$ cat config.mk
export PLATFORM = sky130hd
export DESIGN_NAME = pipeline_scoreboard
export DESIGN_NICKNAME = d
export VERILOG_FILES = /design/src/rtl/pipeline_scoreboard.sv
export SDC_FILE = /design/constraint.sdc
export NUM_CORES = 1
export LEC_CHECK = 0
export BUFFER_PORTS_ARGS = -buffer_cell sky130_fd_sc_hd__buf_2
export CORE_MARGIN = 5
export CORE_UTILIZATION = 55
export DETAILED_ROUTE_END_ITERATION = 10
export PLACE_DENSITY = 0.77
export SLEW_MARGIN = 20
export SYNTH_ARGS = -nofsm -noshare
export SYNTH_HDL_FRONTEND = slang
export SYNTH_SLANG_ARGS = --single-unit
$ cat constraint.sdc
create_clock -name clock -period 3.7 [get_ports clock]
set_clock_uncertainty 0.05 [all_clocks]
set_input_delay 0.185 -clock clock [delete_from_list [all_inputs] [get_ports clock]]
set_output_delay 0.185 -clock clock [all_outputs]
set_load 0.02 [all_outputs]
$ cat src/rtl/pipeline_scoreboard.sv
// Hazard/forwarding controller for the in-order pipeline.
// Tracks in-flight instructions from Execute (stage 1) to Write Back
// (stage STAGES) and derives forwarding selects, load-use stalls,
// branch flushes and the Execute hold for the multicycle unit.
//
// Ports:
//   clock, reset        - rising-edge clock, synchronous active-low reset
//   issue*              - Decode-stage instruction fields
//   takeBranch          - branch resolved taken in Execute
//   stall               - hold PC and Fetch/Decode register
//   flushD              - clear the Fetch/Decode register
//   flushE              - load a bubble into the Decode/Execute register
//   holdE               - keep Decode/Execute contents (downstream gets a bubble)
//   fwdSel1, fwdSel2    - Execute operand source: 0 = regfile, k = stage k+1
//   multiDone           - last Execute cycle of a multicycle instruction
module pipeline_scoreboard #(
  parameter int unsigned ADDRESSWIDTH = 4,
  parameter int unsigned STAGES       = 3,
  parameter int unsigned MULCYCLES    = 4,
  parameter int unsigned SELWIDTH     = $clog2(STAGES)
) (
  input  logic                    clock,
  input  logic                    reset,
  input  logic                    issueValid,
  input  logic                    issueWriteEnable,
  input  logic [ADDRESSWIDTH-1:0] issueDest,
  input  logic [ADDRESSWIDTH-1:0] issueSrc1,
  input  logic [ADDRESSWIDTH-1:0] issueSrc2,
  input  logic                    issueUse1,
  input  logic                    issueUse2,
  input  logic                    issueIsLoad,
  input  logic                    issueIsMulti,
  input  logic                    takeBranch,
  output logic                    stall,
  output logic                    flushD,
  output logic                    flushE,
  output logic                    holdE,
  output logic [SELWIDTH-1:0]     fwdSel1,
  output logic [SELWIDTH-1:0]     fwdSel2,
  output logic                    multiDone
);

  // Counter only needs to reach MULCYCLES-1.
  localparam int unsigned COUNTWIDTH = (MULCYCLES > 1) ? $clog2(MULCYCLES) : 1;

  typedef struct packed {
    logic                    valid;
    logic                    writeEnable;
    logic [ADDRESSWIDTH-1:0] dest;
    logic                    isLoad;
    logic                    isMulti;
    logic [ADDRESSWIDTH-1:0] src1;
    logic [ADDRESSWIDTH-1:0] src2;
    logic                    use1;
    logic                    use2;
  } entryT;

  entryT                 stageQ [1:STAGES];
  entryT                 stageD [1:STAGES];
  entryT                 issueEntry;
  logic [COUNTWIDTH-1:0] multiCountQ;
  logic [COUNTWIDTH-1:0] multiCountD;
  logic                  busy;
  logic                  branch;
  logic                  loadUse;
  logic                  srcHitsLoad;

  // Pack the Decode instruction into a pipeline entry.
  always_comb begin
    issueEntry             = '0;
    issueEntry.valid       = 1'b1;
    issueEntry.writeEnable = issueWriteEnable;
    issueEntry.dest        = issueDest;
    issueEntry.isLoad      = issueIsLoad;
    issueEntry.isMulti     = issueIsMulti;
    issueEntry.src1        = issueSrc1;
    issueEntry.src2        = issueSrc2;
    issueEntry.use1        = issueUse1;
    issueEntry.use2        = issueUse2;
  end

  // Hazard conditions; all forced low while reset is asserted.
  always_comb begin
    srcHitsLoad = (issueUse1 && (issueSrc1 == stageQ[1].dest)) ||
                  (issueUse2 && (issueSrc2 == stageQ[1].dest));
    busy    = reset && stageQ[1].valid && stageQ[1].isMulti &&
              (32'(multiCountQ) < (MULCYCLES - 32'd1));
    branch  = reset && takeBranch && stageQ[1].valid && !stageQ[1].isMulti;
    loadUse = reset && issueValid && stageQ[1].valid && stageQ[1].isLoad &&
              stageQ[1].writeEnable && srcHitsLoad;
  end

  // Control outputs; branch outranks loadUse, busy outranks both stall sources.
  always_comb begin
    stall     = busy || loadUse;
    flushD    = branch;
    flushE    = branch || (loadUse && !busy);
    holdE     = busy;
    multiDone = reset && stageQ[1].valid && stageQ[1].isMulti && !busy;
  end

  // Forwarding: scan oldest to youngest so the lowest matching stage wins.
  always_comb begin
    fwdSel1 = '0;
    fwdSel2 = '0;
    if (reset) begin
      for (int k = int'(STAGES); k >= 2; k--) begin
        if (stageQ[k].valid && stageQ[k].writeEnable) begin
          if (stageQ[1].use1 && (stageQ[k].dest == stageQ[1].src1)) fwdSel1 = SELWIDTH'(k - 1);
          if (stageQ[1].use2 && (stageQ[k].dest == stageQ[1].src2)) fwdSel2 = SELWIDTH'(k - 1);
        end
      end
    end
  end

  // Next-state: default is a full shift with a bubble entering stage 1.
  always_comb begin
    multiCountD = '0;
    stageD[1]   = '0;
    for (int k = 2; k <= int'(STAGES); k++) begin
      stageD[k] = stageQ[k - 1];
    end
    if (branch) begin
      stageD[1] = '0;
    end else if (busy) begin
      // Execute holds; only a bubble leaves it.
      stageD[1]   = stageQ[1];
      stageD[2]   = '0;
      multiCountD = multiCountQ + COUNTWIDTH'(1);
    end else if (loadUse) begin
      stageD[1] = '0;
    end else if (issueValid) begin
      stageD[1] = issueEntry;
    end
  end

  // State register.
  always_ff @(posedge clock) begin
    if (!reset) begin
      for (int k = 1; k <= int'(STAGES); k++) begin
        stageQ[k] <= '0;
      end
      multiCountQ <= '0;
    end else begin
      for (int k = 1; k <= int'(STAGES); k++) begin
        stageQ[k] <= stageD[k];
      end
      multiCountQ <= multiCountD;
    end
  end

endmodule

==> results of run 1 <==
==> worst max-delay path: cells and delay by family (launching register included) <==
kind / cells / cell delay, ns
buf+inv: 3 / 0.66
simple gates: 1 / 0.56
flops: 1 / 0.33
fa+ha+maj: 1 / 0.19
==> power by group through the flow <==
stage / Sequential, mW / Clock, mW / Combinational [mW]
6_report: 0.369 / 0.211 / 0.0561
5_1_grt: 0.371 / 0.229 / 0.0631
4_1_cts: 0.370 / 0.215 / 0.0566
3_5_place_dp: 0.378 / 0 / 0.0563
3_3_place_gp: 0.377 / 0 / 0.0549
2_1_floorplan: 0.374 / 0 / 0.0397
==> synthesized netlist by cell type <==
master,count
xor2_1,9
nand3_2,1
o21ai_0,8
xnor2_1,15
nand4_1,22
nand2b_1,2
dfxtp_1,32
buf_2,1
o21a_1,1
inv_6,1
and4_1,1
inv_1,2
o21ai_1,10
nand2_1,20
o22ai_2,1
nor2_1,3
nand4b_2,1
nor4_1,4
ha_1,1
nand3_1,3
and2_1,10
clkbuf_1,1
and3_1,6
buf_4,5
buf_6,4
==> layer usage <==
metal | track usage, % | vias up
met2 | 31.7 | 30
li1 | - | 623
met3 | 7.23 | 6
met5 | 0 | -
met4 | 8.18 | 0
met1 | 23.2 | 528
==> registers in the layout (all words and copies together) (netlist names) <==
name and count:
stageQ 30, multiCountQ 2
==> area by class of cell <==
type | count | area [µm²] | area share (%)
inverters | 3 | 16.3 | 0.989
clock buffers | 6 | 51.3 | 3.12
multi-input cells | 118 | 743 | 45.2
clock inverters | 2 | 10.0 | 0.609
repair buffers | 29 | 145 | 8.83
flip-flops and latches | 32 | 641 | 39.0
well taps | 30 | 37.5 | 2.28
==> per-stage QoR <==
stage	instance area [µm²]	worst slack (ns)
global route	1640	1.23
CTS	1640	1.38
global placement	1580	1.72
detailed placement	1580	1.66
finish	1640	1.36
floorplan	1490	2.12
==> layout by cell type, fill, tap and decap left out, drive strengths merged, types with 2 or more instances in the layout <==
| cell | netlist | final |
|---|---|---|
| dfxtp | 32 | 32 |
| buf | 10 | 29 |
| nand4 | 22 | 22 |
| nand2 | 20 | 20 |
| o21ai | 18 | 18 |
| xnor2 | 15 | 15 |
| and2 | 10 | 10 |
| xor2 | 9 | 9 |
| and3 | 6 | 6 |
| clkbuf | 1 | 6 |
| nor4 | 4 | 4 |
| nand3 | 4 | 4 |
| nor2 | 3 | 3 |
| inv | 3 | 3 |
| nand2b | 2 | 2 |
| clkinv | 0 | 2 |
==> worst paths after layout <==
kind	start	to	slack, ns	cells past startpoint
setup / recovery	multiCountQ[0]	holdE	1.36	5
hold / removal	issueIsMulti	stageQ[0][28]	0.03	3
setup reg to reg	multiCountQ[0]	stageQ[0][27]	1.83	6
hold reg to reg	multiCountQ[0]	multiCountQ[0]	0.38	1
==> kinds of logic (layout without fill, tap and decap cells) <==
kind of cell	count (synthesis)	in the layout
AO/OA/AOI/OAI	20	20
AND/OR/NAND/NOR	73	73
buffers and inverters	14	40
XOR/XNOR	24	24
adder cells (fa/ha/maj)	1	1
flip-flops	32	32
==> reports/metrics.yaml, run 1 <==
status: "complete, no violations"
switching_share_pct: 25.3
cts_tree: "built"
synth_top_family_by_area: "simple AND/OR/NAND/NOR gates"
cts_buffer_depth: 2
path_cells: "ha_1, inv_1, nand2b_1, inv_6, buf_2"
netlist-cell-type-count: 25
port_buffers: 29
grt_start_max_net_pins: 29
fin_crit_sh_pct: 63.2
p_clk_share_pct: 33.1
synth_top_area_cell: "dfxtp_1"
drc: 0
ant_nets: 0
first_global_vias: 1154
tightest_slew_ns: 1.06
p_total_mw: 0.636
p_sw_mw: 0.161
area_delta_synth_final_pct: 10.2
synthSimpleGateAreaFrac_pct: 27.5
holdBufCountCts: 0
viasPerCell: 5.40
ys_seq_elements: 32
core_area_um2: 2540
die_h_um: 62.1
num-fill-cells: 225
die_x_um: 62.1
dieArea_um2: 3850
crit_fanout: 28
gp_congestion: 0.768
htreeDepth: 2
grt_first_pass_wirelength_um: 5300
synth_warnings: 0
antenna_found_initial: 0
syn-mean-instance-area_um2: 9.09
yosysTopAreaCellShare_pct: 43.0
path_class: "reg -> out"
cap_violations: 0
initial_utilization_pct: 58.6
first_pass_iters: 4
wl_um: 3180
grt_overflow_total: 0
insertedDiodeCount: 0
worstPathArrival_ns: 2.10
synth_xor_area_share_pct: 14.1
cts.clk_slew.worst_paths_ns: 0.11
p_per_area_nw_per_um2: 387
tns_ns: 0
synth_area_leaders: "dfxtp_1, nand4_1, xnor2_1, xor2_1, nand2_1"
hp-class: "in -> reg"
drtIter0Drc: 39
p_leak_nw: 0.722
final_util_pct: 64.6
clk-insertion-delay-late_ns: 0.34
crit_required_ns: 3.46
met1_length_um: 1390
hold_viol_final: 0
mappedNetlistNets: 186
place_hpwl_um: 2340
top_layer: "met4"
internal_power_mw: 0.475
maxSlewHeadroom_pct: 29.5
grt.total_usage_pct: 19.5
instances_no_fill: 220
start_kind: "register"
rsz0062_at_grt: "no"
row_count: 18
maxSlewViolCount: 0
clockRootBuffer: "clkbuf_4"
cpPeakStageDelay_ns: 0.56
cts_setup_buffers: 0
muxShareOfSynthArea_pct: 0
io_pins: 30
hold_slack_ns: 0.0306
wire_per_inst_um: 14.4
cp_slowest_cell: "nand2b_1"
layout-drive-gt1-share_pct: 21.6
placed_cells: 212
synth_seq_area_share_pct: 43.0
wl_met3_um: 182
synth_fa_ha_area_share_pct: 0.839
max_freq_mhz: 428
endpoint_kind: "output port"
synth-compound-area-share_pct: 7.38
vias: 1187
numCtsBuffers: 5
syn_inst: 164
pwr-share-seq_pct: 58.1
comb_power_share_pct: 8.8
layout_min_cycle_time_ns: 2.34
nets: 211
ctsResizeCount: 0
setup_viol: 0
clock_sinks: 32
ir_drop_uv: 293
syn_area_um2: 1490
wl_met2_um: 1540
No activity file was read; power rests on OpenSTA's default activity.
==> run 2: changes to the inputs <==
--- a/config.mk
+++ b/config.mk
@@ -7,9 +7,9 @@
 export LEC_CHECK = 0
 export BUFFER_PORTS_ARGS = -buffer_cell sky130_fd_sc_hd__buf_2
 export CORE_MARGIN = 5
-export CORE_UTILIZATION = 55
+export CORE_UTILIZATION = 48
 export DETAILED_ROUTE_END_ITERATION = 10
-export PLACE_DENSITY = 0.77
+export PLACE_DENSITY = 0.71
 export SLEW_MARGIN = 20
 export SYNTH_ARGS = -nofsm -noshare
 export SYNTH_HDL_FRONTEND = slang
==> constraint.sdc (replaced) <==
create_clock -name clock -period 2 [get_ports clock]
set_clock_uncertainty 0.05 [all_clocks]
set_input_delay 0.1 -clock clock [delete_from_list [all_inputs] [get_ports clock]]
set_output_delay 0.1 -clock clock [all_outputs]
set_load 0.02 [all_outputs]
==> reports/metrics.yaml, run 2 (same netlist as run 1, synthesis figures left out) <==
grt_overflow_total: 0
crit_required_ns: 1.85
max_freq_mhz: 529
ant_nets: 0
row_count: 20
drtIter0Drc: 39
die_x_um: 65.7
largest_reg_flops: 30
port_buffers: 29
wl_met2_um: 1860
setup_viol: 0
cts.clk_slew.worst_paths_ns: 0.11
tns_ns: 0
antenna_found_initial: 0
reg.largest.list: "stageQ x30, multiCountQ x2"
start_kind: "register"
cts_buffer_depth: 2
nets: 231
p_leak_nw: 0.812
final_cell_mix: "dfxtp_1, buf_2, nand4_1, nand2_1"
area_delta_synth_final_pct: 26.2
maxSlewHeadroom_pct: 60.6
final_common_cell: "dfxtp_1"
insertedDiodeCount: 0
rsz0062_at_grt: "yes"
fin_crit_sh_pct: 94.5
clock_sinks: 32
first_global_vias: 1333
wl_um: 3620
cp_slowest_cell: "dfxtp_1"
clk-insertion-delay-late_ns: 0.34
wl_met3_um: 181
path_class: "reg -> out"
htreeDepth: 2
met1_length_um: 1520
status: "complete, no violations"
viasPerCell: 5.08
initial_utilization_pct: 49.3
hp-class: "in -> reg"
vias: 1291
grt_first_pass_wirelength_um: 6090
dieArea_um2: 4320
grt.total_usage_pct: 18.7
ir_drop_uv: 351
cap_violations: 0
layout-drive-gt1-share_pct: 22.4
tightest_slew_ns: 0.591
cts_tree: "built"
endpoint_kind: "output port"
instances_no_fill: 254
path_cells: "and4_1, nand4_1, o22ai_4, o21a_1, buf_2"
grt_start_max_net_pins: 20
largest-register: "stageQ"
cts_setup_buffers: 0
top_layer: "met4"
core_area_um2: 3030
hold_viol_final: 0
wire_per_inst_um: 14.2
drc: 0
crit_fanout: 10
first_pass_iters: 4
die_h_um: 65.7
placed_cells: 231
place_hpwl_um: 2500
numCtsBuffers: 5
io_pins: 30
worstPathArrival_ns: 1.74
gp_congestion: 0.790
maxSlewViolCount: 0
r2r_cells: 5
p_per_area_nw_per_um2: 698
num-fill-cells: 271
clockRootBuffer: "clkbuf_4"
cpPeakStageDelay_ns: 0.41
hold_depth: 3
layout_min_cycle_time_ns: 1.89
## run 2: changes by cell type in the layout (fill, tap and decap cells not counted), sizes merged
cell	change
bufinv	+1
clkinv	-1
dlygate4sd3	+15
clkbuf	-1
buf	+5
clkinvlp	+1
## run 2: final timing paths
path                                      from             end  slack [ns]
worst max register to register   stageQ[0][35]   stageQ[0][25]        0.45
worst min register to register  multiCountQ[0]  multiCountQ[0]        0.38
worst max-delay path             stageQ[0][35]          flushE        0.11
worst min-delay path              issueSrc2[3]   stageQ[0][23]        0.02
## run 2: what timing repair did
item / in CTS / in global routing
endpoints found under the hold margin: 15 / 0
endpoints found under the setup margin: 0 / 3
hold buffers: 15 / 0
gates resized for setup: 0 / 2
## run 2: area by class of cell
cell class	instances	area [µm²]	area share [%]
clock buffer	5	37.5	1.99
multi-input combinational	118	757	40.2
sequential	32	641	34.0
clock inverter	3	42.5	2.26
inverter	3	16.3	0.864
tap	44	55.1	2.93
timing repair buffer	49	333	17.7
## run 2: critical path, delay by kind of cell, from the launching register on
kind                   cells  cell delay, ns
AOI/OAI and AO/OA          2            0.46
buffers and inverters      1            0.16
DFF                        1            0.41
and+or+nand+nor            2            0.38
## run 2: stage by stage
step	area [µm²]	hold WS (ns)	total power, mW	utilization [%]	setup slack, ns
after floorplan	1490	0.196	0.765	-	0.506
after global placement	1640	0.308	0.802	54.1	0.485
after detailed placement	1640	0.316	0.806	54.1	0.438
after CTS	1870	0.00118	1.33	61.7	0.0500
after global routing	1880	0.0136	1.37	62.1	-0.00538
final	1880	0.0159	1.31	62.1	0.111
## run 2: per-layer routing
| metal | track usage (%) | vias up |
|---|---|---|
| li1 | - | 659 |
| met1 | 22.2 | 594 |
| met2 | 31.8 | 31 |
| met3 | 4.96 | 7 |
| met4 | 6.99 | 0 |
| met5 | 0 | - |
## run 2: power by group
| part | internal (mW) | switching, mW |
|---|---|---|
| Clock | 0.261 | 0.235 |
| Combinational | 0.0729 | 0.0609 |
| Sequential | 0.660 | 0.0237 |
| Total | 0.994 | 0.319 |
